File: src/rtl/imem_load_ctrl_pkg.sv
// Shared constants, FSM state encoding and helpers for the instruction-memory loader.
// The optional checksum stage is enabled by defining IMEM_LOAD_CHKSUM_EN.
package imem_load_ctrl_pkg;

    localparam int IMEM_SIZE       = 1024;
    localparam int IMEM_ADDR_WIDTH = 10;
    localparam int DEF_IMEM_WORDS  = IMEM_SIZE / 4;
    localparam int DEF_WADDR_W     = IMEM_ADDR_WIDTH - 2;

    localparam logic [31:0] NOP_WORD = 32'h0000_0000;

    typedef enum logic [2:0] {
        LDC_IDLE  = 3'd0,
        LDC_LOAD  = 3'd1,
        LDC_WRITE = 3'd2,
        LDC_DONE  = 3'd3,
        LDC_CHK   = 3'd4
    } ldc_state_e;

    // Running XOR over the payload used by the optional checksum stage.
    function automatic logic [7:0] xor_acc(input logic [7:0] acc, input logic [7:0] b);
        return acc ^ b;
    endfunction

endpackage

File: src/rtl/imem_load_ctrl_packer.sv
// Big-endian byte-to-word packer: the first byte of a word ends up in [31:24].
// o_word_full flags that the byte being shifted in this cycle completes a word.
module imem_word_packer
    import imem_load_ctrl_pkg::*;
(
    input  logic        clk,
    input  logic        rst,
    input  logic        i_clear,
    input  logic        i_shift,
    input  logic [7:0]  i_byte,
    output logic [31:0] o_word,
    output logic        o_word_full
);

    logic [23:0] r_bytes;
    logic [1:0]  r_byte_cnt;

    // Shift register and byte counter; clear drops any partial word.
    always_ff @(posedge clk or negedge rst) begin
        if (!rst) begin
            r_bytes    <= 24'h00_0000;
            r_byte_cnt <= 2'd0;
        end else if (i_clear) begin
            r_bytes    <= 24'h00_0000;
            r_byte_cnt <= 2'd0;
        end else if (i_shift) begin
            r_bytes    <= {r_bytes[15:0], i_byte};
            r_byte_cnt <= r_byte_cnt + 2'd1;
        end else begin
            r_bytes    <= r_bytes;
            r_byte_cnt <= r_byte_cnt;
        end
    end

    assign o_word      = {r_bytes, i_byte};
    assign o_word_full = i_shift && (r_byte_cnt == 2'd3);

endmodule

File: src/rtl/imem_load_ctrl.sv
// Instruction-memory load controller: stalls the CPU, packs loader bytes into words and writes them.
// Define IMEM_LOAD_CHKSUM_EN to require a trailing XOR checksum byte before load_done.
module imem_load_ctrl
    import imem_load_ctrl_pkg::*;
#(
    parameter int IMEM_WORDS = DEF_IMEM_WORDS,
    parameter int WADDR_W    = DEF_WADDR_W
) (
    input  logic               clk,
    input  logic               rst,
    input  logic               ld_start,
    input  logic [WADDR_W:0]   ld_len,
    input  logic               ld_abort,
    input  logic               ld_valid,
    input  logic [7:0]         ld_byte,
    output logic               ld_ready,
    input  logic [31:0]        fetch_iaddr,
    output logic [31:0]        fetch_idata,
    input  logic [31:0]        imem_idata,
    output logic [31:0]        imem_iaddr,
    output logic               mem_we,
    output logic [WADDR_W-1:0] mem_waddr,
    output logic [31:0]        mem_wdata,
    output logic               cpu_hold,
    output logic               load_done,
    output logic               load_err,
    output logic [WADDR_W:0]   words_loaded
);

    localparam logic [WADDR_W:0] LEN_MAX = (WADDR_W + 1)'(IMEM_WORDS);
    localparam logic [WADDR_W:0] CNT_ONE = (WADDR_W + 1)'(1);

    ldc_state_e         r_state, w_state_nxt;
    logic [WADDR_W:0]   r_len, w_len_nxt;
    logic [WADDR_W:0]   r_word_cnt, w_cnt_nxt;
    logic               r_ld_ready, r_mem_we, r_cpu_hold, r_load_done, r_load_err;
    logic [WADDR_W-1:0] r_mem_waddr, w_waddr_nxt;
    logic [31:0]        r_mem_wdata, w_wdata_nxt;
    logic               w_we_nxt, w_err_nxt, w_clear, w_shift, w_accept;
    logic [31:0]        w_word;
    logic               w_word_full;
`ifdef IMEM_LOAD_CHKSUM_EN
    logic [7:0]         r_xor, w_xor_nxt;
`endif

    imem_word_packer u_packer (
        .clk         (clk),
        .rst         (rst),
        .i_clear     (w_clear),
        .i_shift     (w_shift),
        .i_byte      (ld_byte),
        .o_word      (w_word),
        .o_word_full (w_word_full)
    );

    assign w_accept = ld_valid && r_ld_ready;

    // Next-state and next-output decode; abort outranks every other event outside IDLE.
    always_comb begin
        w_state_nxt = r_state;
        w_len_nxt   = r_len;
        w_cnt_nxt   = r_word_cnt;
        w_waddr_nxt = r_mem_waddr;
        w_wdata_nxt = r_mem_wdata;
        w_we_nxt    = 1'b0;
        w_err_nxt   = 1'b0;
        w_clear     = 1'b0;
        w_shift     = 1'b0;
`ifdef IMEM_LOAD_CHKSUM_EN
        w_xor_nxt   = r_xor;
`endif
        case (r_state)
            LDC_IDLE: begin
                if (ld_start && (ld_len != '0)) begin
                    w_state_nxt = LDC_LOAD;
                    w_len_nxt   = (ld_len > LEN_MAX) ? LEN_MAX : ld_len;
                    w_cnt_nxt   = '0;
                    w_clear     = 1'b1;
`ifdef IMEM_LOAD_CHKSUM_EN
                    w_xor_nxt   = 8'h00;
`endif
                end else begin
                    w_state_nxt = LDC_IDLE;
                end
            end
            LDC_LOAD: begin
                if (ld_abort) begin
                    w_state_nxt = LDC_IDLE;
                    w_err_nxt   = 1'b1;
                    w_clear     = 1'b1;
                end else if (w_accept) begin
                    w_shift = 1'b1;
`ifdef IMEM_LOAD_CHKSUM_EN
                    w_xor_nxt = xor_acc(r_xor, ld_byte);
`endif
                    if (w_word_full) begin
                        w_state_nxt = LDC_WRITE;
                        w_we_nxt    = 1'b1;
                        w_waddr_nxt = r_word_cnt[WADDR_W-1:0];
                        w_wdata_nxt = w_word;
                    end else begin
                        w_state_nxt = LDC_LOAD;
                    end
                end else begin
                    w_state_nxt = LDC_LOAD;
                end
            end
            LDC_WRITE: begin
                // The write strobe is already on the port this cycle, so the word is counted even on abort.
                w_cnt_nxt = r_word_cnt + CNT_ONE;
                if (ld_abort) begin
                    w_state_nxt = LDC_IDLE;
                    w_err_nxt   = 1'b1;
                    w_clear     = 1'b1;
                end else if ((r_word_cnt + CNT_ONE) == r_len) begin
`ifdef IMEM_LOAD_CHKSUM_EN
                    w_state_nxt = LDC_CHK;
`else
                    w_state_nxt = LDC_DONE;
`endif
                end else begin
                    w_state_nxt = LDC_LOAD;
                end
            end
            LDC_DONE: begin
                w_state_nxt = LDC_IDLE;
                w_err_nxt   = ld_abort;
            end
`ifdef IMEM_LOAD_CHKSUM_EN
            LDC_CHK: begin
                if (ld_abort) begin
                    w_state_nxt = LDC_IDLE;
                    w_err_nxt   = 1'b1;
                end else if (w_accept) begin
                    if (ld_byte == r_xor) begin
                        w_state_nxt = LDC_DONE;
                    end else begin
                        w_state_nxt = LDC_IDLE;
                        w_err_nxt   = 1'b1;
                    end
                end else begin
                    w_state_nxt = LDC_CHK;
                end
            end
`endif
            default: begin
                w_state_nxt = LDC_IDLE;
                w_clear     = 1'b1;
            end
        endcase
    end

    // State, counters and registered outputs; outputs are decoded from the next state.
    always_ff @(posedge clk or negedge rst) begin
        if (!rst) begin
            r_state     <= LDC_IDLE;
            r_len       <= '0;
            r_word_cnt  <= '0;
            r_ld_ready  <= 1'b0;
            r_mem_we    <= 1'b0;
            r_mem_waddr <= '0;
            r_mem_wdata <= 32'h0000_0000;
            r_cpu_hold  <= 1'b0;
            r_load_done <= 1'b0;
            r_load_err  <= 1'b0;
        end else begin
            r_state     <= w_state_nxt;
            r_len       <= w_len_nxt;
            r_word_cnt  <= w_cnt_nxt;
            r_ld_ready  <= (w_state_nxt == LDC_LOAD) || (w_state_nxt == LDC_CHK);
            r_mem_we    <= w_we_nxt;
            r_mem_waddr <= w_waddr_nxt;
            r_mem_wdata <= w_wdata_nxt;
            r_cpu_hold  <= (w_state_nxt != LDC_IDLE);
            r_load_done <= (w_state_nxt == LDC_DONE);
            r_load_err  <= w_err_nxt;
        end
    end

`ifdef IMEM_LOAD_CHKSUM_EN
    // Payload checksum accumulator.
    always_ff @(posedge clk or negedge rst) begin
        if (!rst) begin
            r_xor <= 8'h00;
        end else begin
            r_xor <= w_xor_nxt;
        end
    end
`endif

    assign ld_ready     = r_ld_ready;
    assign mem_we       = r_mem_we;
    assign mem_waddr    = r_mem_waddr;
    assign mem_wdata    = r_mem_wdata;
    assign cpu_hold     = r_cpu_hold;
    assign load_done    = r_load_done;
    assign load_err     = r_load_err;
    assign words_loaded = r_word_cnt;
    assign imem_iaddr   = fetch_iaddr;
    assign fetch_idata  = r_cpu_hold ? NOP_WORD : imem_idata;

endmodule

File: config.mk
export PLATFORM = sky130hd
export DESIGN_NAME = imem_load_ctrl
export DESIGN_NICKNAME = d
export VERILOG_FILES = /design/src/rtl/imem_load_ctrl_pkg.sv /design/src/rtl/imem_load_ctrl_packer.sv /design/src/rtl/imem_load_ctrl.sv
export SDC_FILE = /design/constraint.sdc
export NUM_CORES = 1
export LEC_CHECK = 0
export ABC_AREA = 1
export CAP_MARGIN = 5
export CORE_AREA = 3 3 68 118
export CTS_BUF_LIST = sky130_fd_sc_hd__clkbuf_2
export DETAILED_ROUTE_END_ITERATION = 12
export DIE_AREA = 0 0 71 121
export DONT_BUFFER_PORTS = 1
export PLACE_DENSITY_LB_ADDON = 0.1
export SLEW_MARGIN = 20
export SYNTH_ARGS = -nofsm -noshare
export SYNTH_HDL_FRONTEND = slang
export SYNTH_SLANG_ARGS = --single-unit
File: constraint.sdc
create_clock -name clk -period 3.1 [get_ports clk]
set_clock_uncertainty 0.2 [all_clocks]
set_input_delay 0.465 -clock clk [delete_from_list [all_inputs] [get_ports clk]]
set_output_delay 0.465 -clock clk [all_outputs]
set_load 0.03 [all_outputs]
* Word level (Yosys, flattened, before mapping)
Cells that the tools add are included.
** Storage, ports and cells
- Bits of input ports :: 86
- Output and inout bits :: 118
- Word-level logic and storage cells :: 64
- Bits in registers :: 92
** Operators by class
- Add/sub/neg operators :: 2
- Bitwise logic cells :: 1
- Order comparisons :: 1
- Reductions and logical operators :: 13
- Muxes and demuxes :: 26
- Equal/unequal tests :: 9
** Operators with widths (count)
- 24-bit 2-to-1 mux :: 2
- 32-bit 2-to-1 mux :: 1
- 9-bit 2-to-1 mux :: 2
- 9-bit case mux with 2 select lines :: 1
- 1-bit 2-to-1 mux :: 10
- 2-bit 2-to-1 mux :: 5
- 9-bit by 1-bit adder with 9-bit output (second input constant) :: 1
- 3-bit by 2-bit == test with 1-bit output (second input constant) :: 3
- 9-bit == test :: 1
- 9-bit > comparator (second input constant) :: 1
- 3-bit case mux with 3 select lines :: 1
- 9-bit nonzero test :: 1
- 3-bit by 1-bit == test with 1-bit output (second input constant) :: 2
- 3-bit 2-to-1 mux :: 2
- 2-bit AND reduction :: 2
- 4-bit AND reduction :: 1
- 2-bit nonzero test :: 2
- 3-bit == test (second input constant) :: 1
- 1-bit logical AND :: 3
- 3-bit logical NOT :: 1
- 1-bit case mux with 3 select lines :: 1
- 3-bit nonzero test :: 1
- 2-bit by 1-bit adder with 2-bit output (second input constant) :: 1
- 2-bit == test (second input constant) :: 1
- other kinds (5) :: 5

* Depth between registers and ports, before layout
Gate-level depths: netlist of the first run.
- Depth in word-level cells :: 11
- Gate-level depth with buffers :: 12
- Gate-level depth less buffers :: 12

* Hierarchy
A second synthesis of the first run with hierarchy kept.
** Unflattened totals
- Cell total of the unflattened synthesis :: 584
- Area total of the unflattened synthesis :: 4669.5 um^2
** Modules (own cells, without submodules)
- imem_load_ctrl :: area each 3404.5 um^2, seq. area each 1626.6 um^2, instances 1, cells an instance 459
- imem_word_packer :: area each 1265.0 um^2, seq. area each 650.6 um^2, instances 1, cells an instance 125

* Worst setup path before layout of the first run
OpenSTA, ideal clock, no wires.
- Path kind :: reg2reg
- Start point :: register r_word_cnt[0], in the netlist words_loaded[0]
- End point :: register r_cpu_hold, in the netlist cpu_hold
- Period minus slack after synthesis :: 1953 ps
- Cell stages (with the launch flop) :: 13
- Data arrival time :: 1627 ps
- Setup slack :: 1147 ps
- Data required time :: 2774 ps
- Library setup time :: 126 ps
- Path buffers :: 0
- Cells stage by stage :: dfrtp_1 -> ha_1 -> nand2_1 -> nor2_2 -> nand2_1 -> nand2_1 -> nand2_1 -> nand3_1 -> nor2_1 -> nand3_1 -> nand2_1 -> nand2_1 -> nand2_1
** On the way
- Longest elaborated chain between the ends :: 6
** Ends and longest elaborated chain
- from (decl) :: line imem_load_ctrl.sv:35 : logic [WADDR_W:0] r_word_cnt, w_cnt_nxt;
- from (signal assigned) :: line imem_load_ctrl.sv:169 : r_word_cnt <= w_cnt_nxt;
- 9-bit by 1-bit adder with 9-bit output :: line imem_load_ctrl.sv:115 : end else if ((r_word_cnt + CNT_ONE) == r_len) begin
- 9-bit == test :: line imem_load_ctrl.sv:115
- 2-bit 2-to-1 mux :: line imem_load_ctrl.sv:115
- 2-bit 2-to-1 mux :: line imem_load_ctrl.sv:111 : if (ld_abort) begin
- 3-bit case mux with 3 select lines :: line imem_load_ctrl.sv:72 : case (r_state)
- 3-bit nonzero test :: line imem_load_ctrl.sv:174 : r_cpu_hold <= (w_state_nxt != LDC_IDLE);
- to (signal assigned) :: line imem_load_ctrl.sv:174
- to (decl) :: line imem_load_ctrl.sv:36 : logic r_ld_ready, r_mem_we, r_cpu_hold, r_load_done, r_load_err;
No other way between the ends.
A chain may end at the register's enable or synchronous reset.

* Worst setup path after layout of the first run
- Start point :: input port ld_len[2]
- End point :: register r_len[6]
** On the way
- Longest elaborated chain between the ends :: 3
- Elaborated cells between the ends (all ways) :: 5
- Those cells by class :: order compare: 1; mux: 1; reduce/logical: 3
** Ends and longest elaborated chain
- from (decl) :: line imem_load_ctrl.sv:12 : input logic [WADDR_W:0] ld_len,
- branches (longest 3 deep; another with 9-bit > comparator)
- to (signal assigned) :: line imem_load_ctrl.sv:168 : r_len <= w_len_nxt;
- to (decl) :: line imem_load_ctrl.sv:34 : logic [WADDR_W:0] r_len, w_len_nxt;
Several ways; the timed one is not identified.

==> out/results.ini, run 1 <==
[route]
num_vias=3450
first_pass_iters=4
avgRoutedWirePerCell_um=17.94
first_iter_violations=222
vias_per_cell=5.646
routed_wl_um=10960
drc=0
postRouteAntennaNets=0

[sta]
fin_crit_sh=0.8489
setup_viol_count_final=0
tns_ps=0
max-slew-margin-rel=0.5976
period_minus_slack_ps=2632
rsz0062_at_grt=no
fmaxAchievable_mhz=380.0
maxSlewViolCount=0
hold_viol=0
worstMarginPinSlew_ps=601.4

[power_and_ir_drop]
ir_drop_mv=0.2577
p_per_area_nw_per_um2=472.4
finalPower_mw=2.267
p_leak_nw=2.355

[synth]
ys.flop_type=dfrtp_1
synth-seq-cells=91
ys_warn_count=0
synth_cell_types=31
synthesis.nets=628
synth_edf_count=0
seq_area_frac_synth=0.4924
syn_area_um2=4624
yosysTopAreaCell=dfrtp_1
synth_area_per_cell_um2=8.644
synth_top_area_share=0.4924
async_flop_share=1.000
syn_inst=535
yosys-top-cells-area=dfrtp_1 (49%), nand2_1 (8.5%), inv_1 (7.0%)
synth_common_cells=nand2_1 (105), dfrtp_1 (91), inv_1 (86)
yosysMostFrequentCell=nand2_1

[clocking]
cts_tree=done
cts_buffer_depth=2
worstSkewPairLatency_ps=560
post_cts_resized=0
postCtsHoldBufs=27
clock_sinks=91
post_cts_buffers=0
cts_max_level=3
numCtsBuffers=9
cts-root-buf=clkbuf_2
clkTransAtPathRegs_ps=220

[layout]
multi_input_area_um2=1633
regArea_um2=2277
synthToLayoutAreaGrowth_pct=3.761
diodes=0
postLayoutCellArea_um2=4798
drive_above_1_share=0.08952
fin_nets=615
nFillCells=575

[setup_path]
worstSetupPathType=in2reg
cp_max_fo=5
startpoint_type=input pin
endpoint_kind=register
arrival_ps=2950
required_ps=3420

[die]
io_pins=204
dieArea_um2=8591
core_um2=7182
die_h_um=121
rows=41
dieWidth_um=71
start_util=0.6439

[global_route]
grt_usage=0.2578
antenna_found_initial=0
grt_max_degree=92
grt_remaining_overflow=0
grt_pass1_vias=3368
grt_pass1_wl_um=16900

[place]
dpl_cell_area_um2=4393
io_buffer_count=0
gp_congestion=0.9130
dp_hpwl_um=7872

[flow_run]
cap_viol_max_count=0

[run_status]
run_status=complete, no violations

[worst_hold_path]
min_path_type=in2reg

## logic make-up after synthesis
kind of cell    synth area share
fa+ha+maj                0.01894
simple gates              0.2027
buf+inv                   0.1545
compound gates            0.1277
xor+xnor                0.003789
flops                     0.4924
## registers in the layout, summed over array words and instances (netlist names)
signal               count
u_packer.r_byte_cnt      2
load_err                 1
words_loaded             9
r_len                    9
mem_waddr                8
mem_we                   1
r_state                  2
ld_ready                 1
u_packer.r_bytes        24
cpu_hold                 1
mem_wdata               32
load_done                1
## power breakdown
part	leakage (nW)	total [mW]	switching, mW	internal [mW]
Combinational	1.03	0.379	0.283	0.0957
Sequential	1.25	1.25	0.0313	1.22
Clock	0.0729	0.635	0.378	0.257
Total	2.36	2.27	0.693	1.57
## stage by stage
| stage | util | setup slack (ps) | hold slack, ps | cells |
|---|---|---|---|---|
| detailed placement | 0.6117 | 774.1 | -28.42 | 570 |
| global placement | 0.6117 | 752.8 | -28.67 | 570 |
| global route | 0.6681 | 404.2 | 19.16 | 611 |
| floorplan | - | 1147 | -30.59 | 535 |
| CTS | 0.6681 | 555.2 | 8.836 | 611 |
| finish | 0.6681 | 468.5 | 21.14 | 611 |
## critical path, cell delays in order
cell           delay [ps]
dlygate4sd3_1         550
inv_1                 110
nand3b_1              110
nor3_2                130
inv_2                  70
nand2_1               160
nand2_1                70
dlygate4sd3_1         570
o21ai_0               150
dlygate4sd3_1         560
## cell type report
cell class / instances / area share
Clock buffer: 10 / 0.01043
Clock inverter: 4 / 0.01408
Inverter: 88 / 0.06884
Multi-Input combinational cell: 299 / 0.3403
Sequential cell: 91 / 0.4746
Tap cell: 86 / 0.02243
Timing Repair Buffer: 33 / 0.06936
## worst paths after layout
check                                                 start                          endpoint  slack (ps)  cells past startpoint
setup reg to reg                       r_state[0]$_DFF_PN0_              r_len[1]$_DFFE_PN0P_         650                      8
setup / recovery                                  ld_len[2]              r_len[6]$_DFFE_PN0P_         470                     10
max in group asynchronous                               rst  u_packer.r_bytes[10]$_DFFE_PN0P_        2120                      2
hold reg to reg            u_packer.r_bytes[16]$_DFFE_PN0P_         mem_wdata[24]$_DFFE_PN0P_         310                      2
hold / removal                                    ld_len[8]              r_len[5]$_DFFE_PN0P_          20                      3
min in group asynchronous                               rst              r_len[3]$_DFFE_PN0P_         250                      2
## cells in the final DEF (no fill, tap or decap)
cell,count
bufinv_16,2
dfrtp_1,91
nor2_1,46
nand3_4,1
nand2_1,105
nor2_8,1
o31ai_2,18
o31ai_1,6
nand3_1,22
o21bai_4,1
buf_4,6
nand3b_1,3
nor2_4,1
clkinv_1,2
ha_1,7
o21ai_2,1
nor3_1,1
nand4_1,25
clkbuf_2,10
o21ai_1,33
dlygate4sd3_1,26
nor3_2,1
a21oi_1,2
nand2_4,1
inv_1,86
o22ai_1,8
o21ai_0,12
buf_16,1
o21a_1,1
nor2_2,1
xor2_1,2
inv_2,2
## per-layer routing
layer / wire [µm] / up-vias / track usage
li1: - / 1653 / -
met1: 3776 / 1600 / 0.2601
met2: 6019 / 179 / 0.4802
met3: 934 / 18 / 0.08126
met4: 234 / 0 / 0.1000
met5: 0 / - / 0
(Power assumes the default switching activity.)
==> run 2: changes to the inputs <==
- CORE_AREA: 3 3 68 118 -> 3 3 71 123
- DIE_AREA: 0 0 71 121 -> 0 0 74 126
- clock period: 3.1 -> 2.25 ns (I/O delays scaled with it)
==> out/results.ini, run 2 (same netlist as run 1, synthesis figures left out) <==
[route]
routed_wl_um=10690  ; -2.5%
drc=0  ; unchanged
num_vias=3551  ; +2.9%
vias_per_cell=5.421  ; -4.0%
first_iter_violations=256  ; +15%
avgRoutedWirePerCell_um=16.33  ; -9.0%
first_pass_iters=4  ; unchanged
postRouteAntennaNets=0  ; unchanged

[die]
start_util=0.5847  ; -0.05918
core_um2=7909  ; +10%
dieArea_um2=9324  ; +8.5%
rows=43  ; +4.9%
dieWidth_um=74  ; +4.2%
die_h_um=126  ; +4.1%
io_pins=204  ; unchanged

[clocking]
numCtsBuffers=9  ; unchanged
worstSkewPairLatency_ps=560  ; about the same
cts_max_level=3  ; unchanged
clock_sinks=91  ; unchanged
postCtsHoldBufs=22  ; -19%
cts_tree=done
clkTransAtPathRegs_ps=280  ; +60 ps
cts_buffer_depth=2  ; unchanged
cts-root-buf=clkbuf_2

[sta]
max-slew-margin-rel=0.6149  ; +0.01735
whs_ps=-784.4  ; -805.6 ps
fin_ws_ps=145.2  ; -323.3 ps
period_minus_slack_ps=2105
fmaxAchievable_mhz=475.1
tns_ps=0  ; unchanged
maxSlewViolCount=0  ; unchanged
hold_viol=91  ; +91
setup_viol_count_final=0  ; unchanged
worstMarginPinSlew_ps=577.6  ; -23.80 ps
rsz0062_at_grt=no
fin_crit_sh=0.9355

[layout]
multi_input_area_um2=1637  ; +0.23%
drive_above_1_share=0.1681  ; +0.07862
stdcell_count=655  ; +7.2%
synthToLayoutAreaGrowth_pct=10.69
mostFrequentLayoutCells=nand2_1 (105), dfrtp_1 (90), inv_1 (86)
final_common_cell=nand2_1
postLayoutCellArea_um2=5119  ; +6.7%
nFillCells=661  ; +15%
regArea_um2=2278  ; about the same
final_util=0.6472  ; -0.02091
fin_nets=653  ; +6.2%
largest_register_ffs=32  ; unchanged
diodes=0  ; unchanged

[setup_path]
cp_max_fo=9  ; +4
required_ps=1710  ; -1710 ps
endpoint_kind=output pin
arrival_ps=1570  ; -1380 ps
worstSetupPathType=reg2out
startpoint_type=register

[place]
io_buffer_count=0  ; unchanged
gp_congestion=0.9148  ; +0.20%
dp_hpwl_um=7816  ; -0.70%
dpl_cell_area_um2=4721  ; +7.5%
dpl.cell_count=617  ; +8.2%
dp_slack_ps=157.7  ; -616.4 ps

[power_and_ir_drop]
finalPower_mw=3.350  ; +48%
p_per_area_nw_per_um2=654.4  ; +39%
p_leak_nw=2.564  ; +8.8%
ir_drop_mv=0.5003  ; +94%

[global_route]
grt_pass1_vias=3558  ; +5.6%
antenna_found_initial=0  ; unchanged
grt_remaining_overflow=0  ; unchanged
grt_max_degree=92  ; unchanged
grt_pass1_wl_um=17400  ; +3.0%
grt_usage=0.2397  ; -0.01813

[run_status]
run_status=finished with violations
violations=hold timing

[worst_hold_path]
min_path_type=in2async

[flow_run]
cap_viol_max_count=0  ; unchanged

[run 2: per-layer routing]
metal,vias to the layer above,track usage,part of all wire
li1,1740,-,-
met1,1650,0.2804,0.39
met2,115,0.4043,0.52
met3,46,0.05351,0.056
met4,0,0.1142,0.036
met5,-,0,0
[run 2: worst max-delay path, stage by stage, from the launching register on]
cell     delay [ps]
dfrtp_2         510
buf_4           210
nor2_1          140
buf_4           180
[run 2: path summary, 6_finish.rpt]
path	from	to	slack (ps)	cells past startpoint
worst max-delay path	cpu_hold$_DFF_PN0_	fetch_idata[9]	150	3
worst min-delay path	rst	u_packer.r_bytes[17]$_DFFE_PN0P_	-780	0
worst max register to register	words_loaded[0]$_DFFE_PN0P_	load_done$_DFF_PN0_	150	9
worst min register to register	u_packer.r_bytes[23]$_DFFE_PN0P_	mem_wdata[31]$_DFFE_PN0P_	320	2
max in group asynchronous	rst	u_packer.r_bytes[0]$_DFFE_PN0P_	2490	0
min in group clk	ld_abort	u_packer.r_bytes[4]$_DFFE_PN0P_	70	4
[run 2: what timing repair did]
action | CTS | global route
buffers inserted | 0 | 0
gates resized for setup | 0 | 3
endpoints found under the setup margin | 0 | 42
endpoints found under the hold margin | 132 | 91
[run 2: layout make-up]
type                    instances  share of cell area
flip-flops and latches         91              0.4451
clock inverters                 7             0.02420
repair buffers                 71              0.1156
multi-input cells             299              0.3197
clock buffers                   9            0.008800
inverters                      88             0.06453
well taps                      90             0.02200
[run 2: where the power goes]
group	leakage (nW)	switching, mW	total [mW]	internal [mW]
Sequential	1.25	0.0389	1.72	1.68
Combinational	1.22	0.382	0.579	0.197
Clock	0.0927	0.561	1.05	0.486
==> run 3: changes to the inputs <==
- GPL_ROUTABILITY_DRIVEN: not set -> 0
==> out/results.ini, run 3 (same netlist as run 1, synthesis figures left out) <==
[worst_hold_path]
min_path_type=in2async

[global_route]
use_met2=0.4012  ; -0.003138
antenna_found_initial=0  ; unchanged
use_met1=0.2770  ; -0.003314
grt_pass1_wl_um=17040  ; -2.1%
grt_remaining_overflow=0  ; unchanged
grt_pass1_vias=3514  ; -1.2%
grt.busiest_layer=met2
gr-usage-met3=0.05751  ; +0.003994
grt_usage=0.2369  ; -0.002795
grt_max_degree=92  ; unchanged

[clocking]
cts_buffer_depth=2  ; unchanged
numCtsBuffers=9  ; unchanged
cts_max_level=3  ; unchanged
clkTransAtPathRegs_ps=250  ; -30 ps
cts_tree=done
cts-root-buf=clkbuf_2
worstSkewPairLatency_ps=560  ; about the same
clock_sinks=91  ; unchanged
postCtsHoldBufs=22  ; unchanged

[setup_path]
startpoint_type=register
r2r-start=r_state[1]$_DFF_PN0_
reg2regPathDepth=11  ; +2
cp_slowest_cell=dfrtp_2
rr_endpoint=load_done$_DFF_PN0_
cp_top_family=flip-flops
worstSetupPathType=reg2out
endpoint_kind=output pin
required_ps=1710  ; about the same
slowest_delay_ps=500  ; about the same
arrival_ps=1560  ; about the same
cp_cell_sequence=buf_4 > nor2_1 > buf_4
critPathMostFrequentCell=buf_4
path_buf_inv=2  ; unchanged
r2r_slack_ps=260  ; +110 ps
cp_max_fo=9  ; unchanged

[layout]
mostFrequentLayoutCells=nand2_1 (105), dfrtp_1 (90), inv_1 (86)
postLayoutCellArea_um2=5045  ; -1.4%
drive_above_1_share=0.1664  ; -0.001770
stdcell_count=655  ; unchanged
final_common_cell=nand2_1
synthToLayoutAreaGrowth_pct=9.091
fin_nets=653  ; unchanged
largest_register_ffs=32  ; unchanged
diodes=0  ; unchanged

[route]
num_vias=3587  ; +1.0%
first_pass_iters=4  ; unchanged
avgRoutedWirePerCell_um=16.25  ; -0.48%
drc=0  ; unchanged
first_iter_violations=216  ; -16%
postRouteAntennaNets=0  ; unchanged
routed_wl_um=10640  ; -0.48%
vias_per_cell=5.476  ; +1.0%

[power_and_ir_drop]
ir_drop_mv=0.4317  ; -14%
p_per_area_nw_per_um2=593.8  ; -9.3%
p_leak_nw=2.534  ; -1.1%

[place]
dpl_cell_area_um2=4721  ; unchanged
io_buffer_count=0  ; unchanged
dp_hpwl_um=7709  ; -1.4%
dpl.cell_count=617  ; unchanged

[die]
dieArea_um2=9324  ; unchanged
io_pins=204  ; unchanged
rows=43  ; unchanged
core_um2=7909  ; unchanged
dieWidth_um=74  ; unchanged
start_util=0.5847  ; unchanged
die_h_um=126  ; unchanged

[sta]
maxSlewViolCount=0  ; unchanged
fin_crit_sh=0.9330  ; -0.002473
rsz0062_at_grt=no
period_minus_slack_ps=2099  ; -5.565 ps
whs_ps=-766.5  ; +17.88 ps
setup_viol_count_final=0  ; unchanged
fmaxAchievable_mhz=476.4  ; +0.26%
max-slew-margin-rel=0.6050  ; -0.009930
hold_viol=91  ; unchanged
worstMarginPinSlew_ps=592.5  ; +14.89 ps
tns_ps=0  ; unchanged

[run_status]
violations=hold timing
run_status=finished with violations

[flow_run]
cap_viol_max_count=0  ; unchanged

-- run 3: cell count changes in the layout (fill, tap and decap cells not counted), sizes merged --
cell / previous run / this run
clkinv: 2 / 5
bufinv: 3 / 0
clkinvlp: 1 / 0
clkbuf: 9 / 10
-- run 3: metrics by stage --
| step | worst slack, ps | util | power, mW |
|---|---|---|---|
| detailed placement | 167.7 | 0.5969 | 2.292 |
| CTS | 93.76 | 0.6361 | 3.019 |
| finish | 150.8 | 0.6379 | 2.996 |
| global route | 22.02 | 0.6379 | 3.148 |
| floorplan | 296.9 | - | 2.241 |
| global placement | 196.8 | 0.5969 | 2.283 |
-- run 3: worst max-delay path by stage --
stage          cells after the start                        to  slack [ps]                         from
5_1_grt                            3           fetch_idata[20]          20           cpu_hold$_DFF_PN0_
3_3_place_gp                      11       load_done$_DFF_PN0_         200         r_state[1]$_DFF_PN0_
3_5_place_dp                      10  mem_wdata[2]$_DFFE_PN0P_         170         r_state[1]$_DFF_PN0_
4_1_cts                            3            fetch_idata[9]          90           cpu_hold$_DFF_PN0_
2_1_floorplan                     12        cpu_hold$_DFF_PN0_         300  words_loaded[0]$_DFFE_PN0P_
6_report                           3           fetch_idata[30]         150           cpu_hold$_DFF_PN0_
-- run 3: layout make-up --
type | count | area (µm²)
Inverter | 88 | 330.3
Tap cell | 90 | 112.6
Sequential cell | 91 | 2278
Fill cell | 672 | 2864
Multi-Input combinational cell | 299 | 1642
Timing Repair Buffer | 71 | 591.8
Clock inverter | 6 | 40.04
Clock buffer | 10 | 50.05
-- run 3: where the power goes --
group	leakage [nW]	internal, mW	total (mW)	switching, mW
logic	1.22	0.196	0.578	0.381
clock network	0.0637	0.151	0.695	0.544
registers	1.25	1.68	1.72	0.0383
total	2.53	2.03	3.00	0.963
-- run 3: routing by layer --
layer / routed length (µm) / share of wire
met1: 4046 / 0.38
met2: 5594 / 0.53
met3: 644 / 0.061
met4: 357 / 0.034
met5: 0 / 0
-- run 3: what timing repair did --
item                       in CTS  in global routing
resized for setup               0                  5
hold endpoints to repair      135                 91
setup buffers                   0                  0
setup endpoints to repair       0                 25
-- run 3: worst reg2reg max path, stage by stage, from the launching register on --
cell and delay [ps]:
dfrtp_1 450, inv_1 110, ha_1 150, inv_1 60, nor2_4 120, nand3_4 110, nor2_8 170, inv_2 80
nand2_1 60, o21ai_1 70, o21ai_2 240, a21oi_1 110
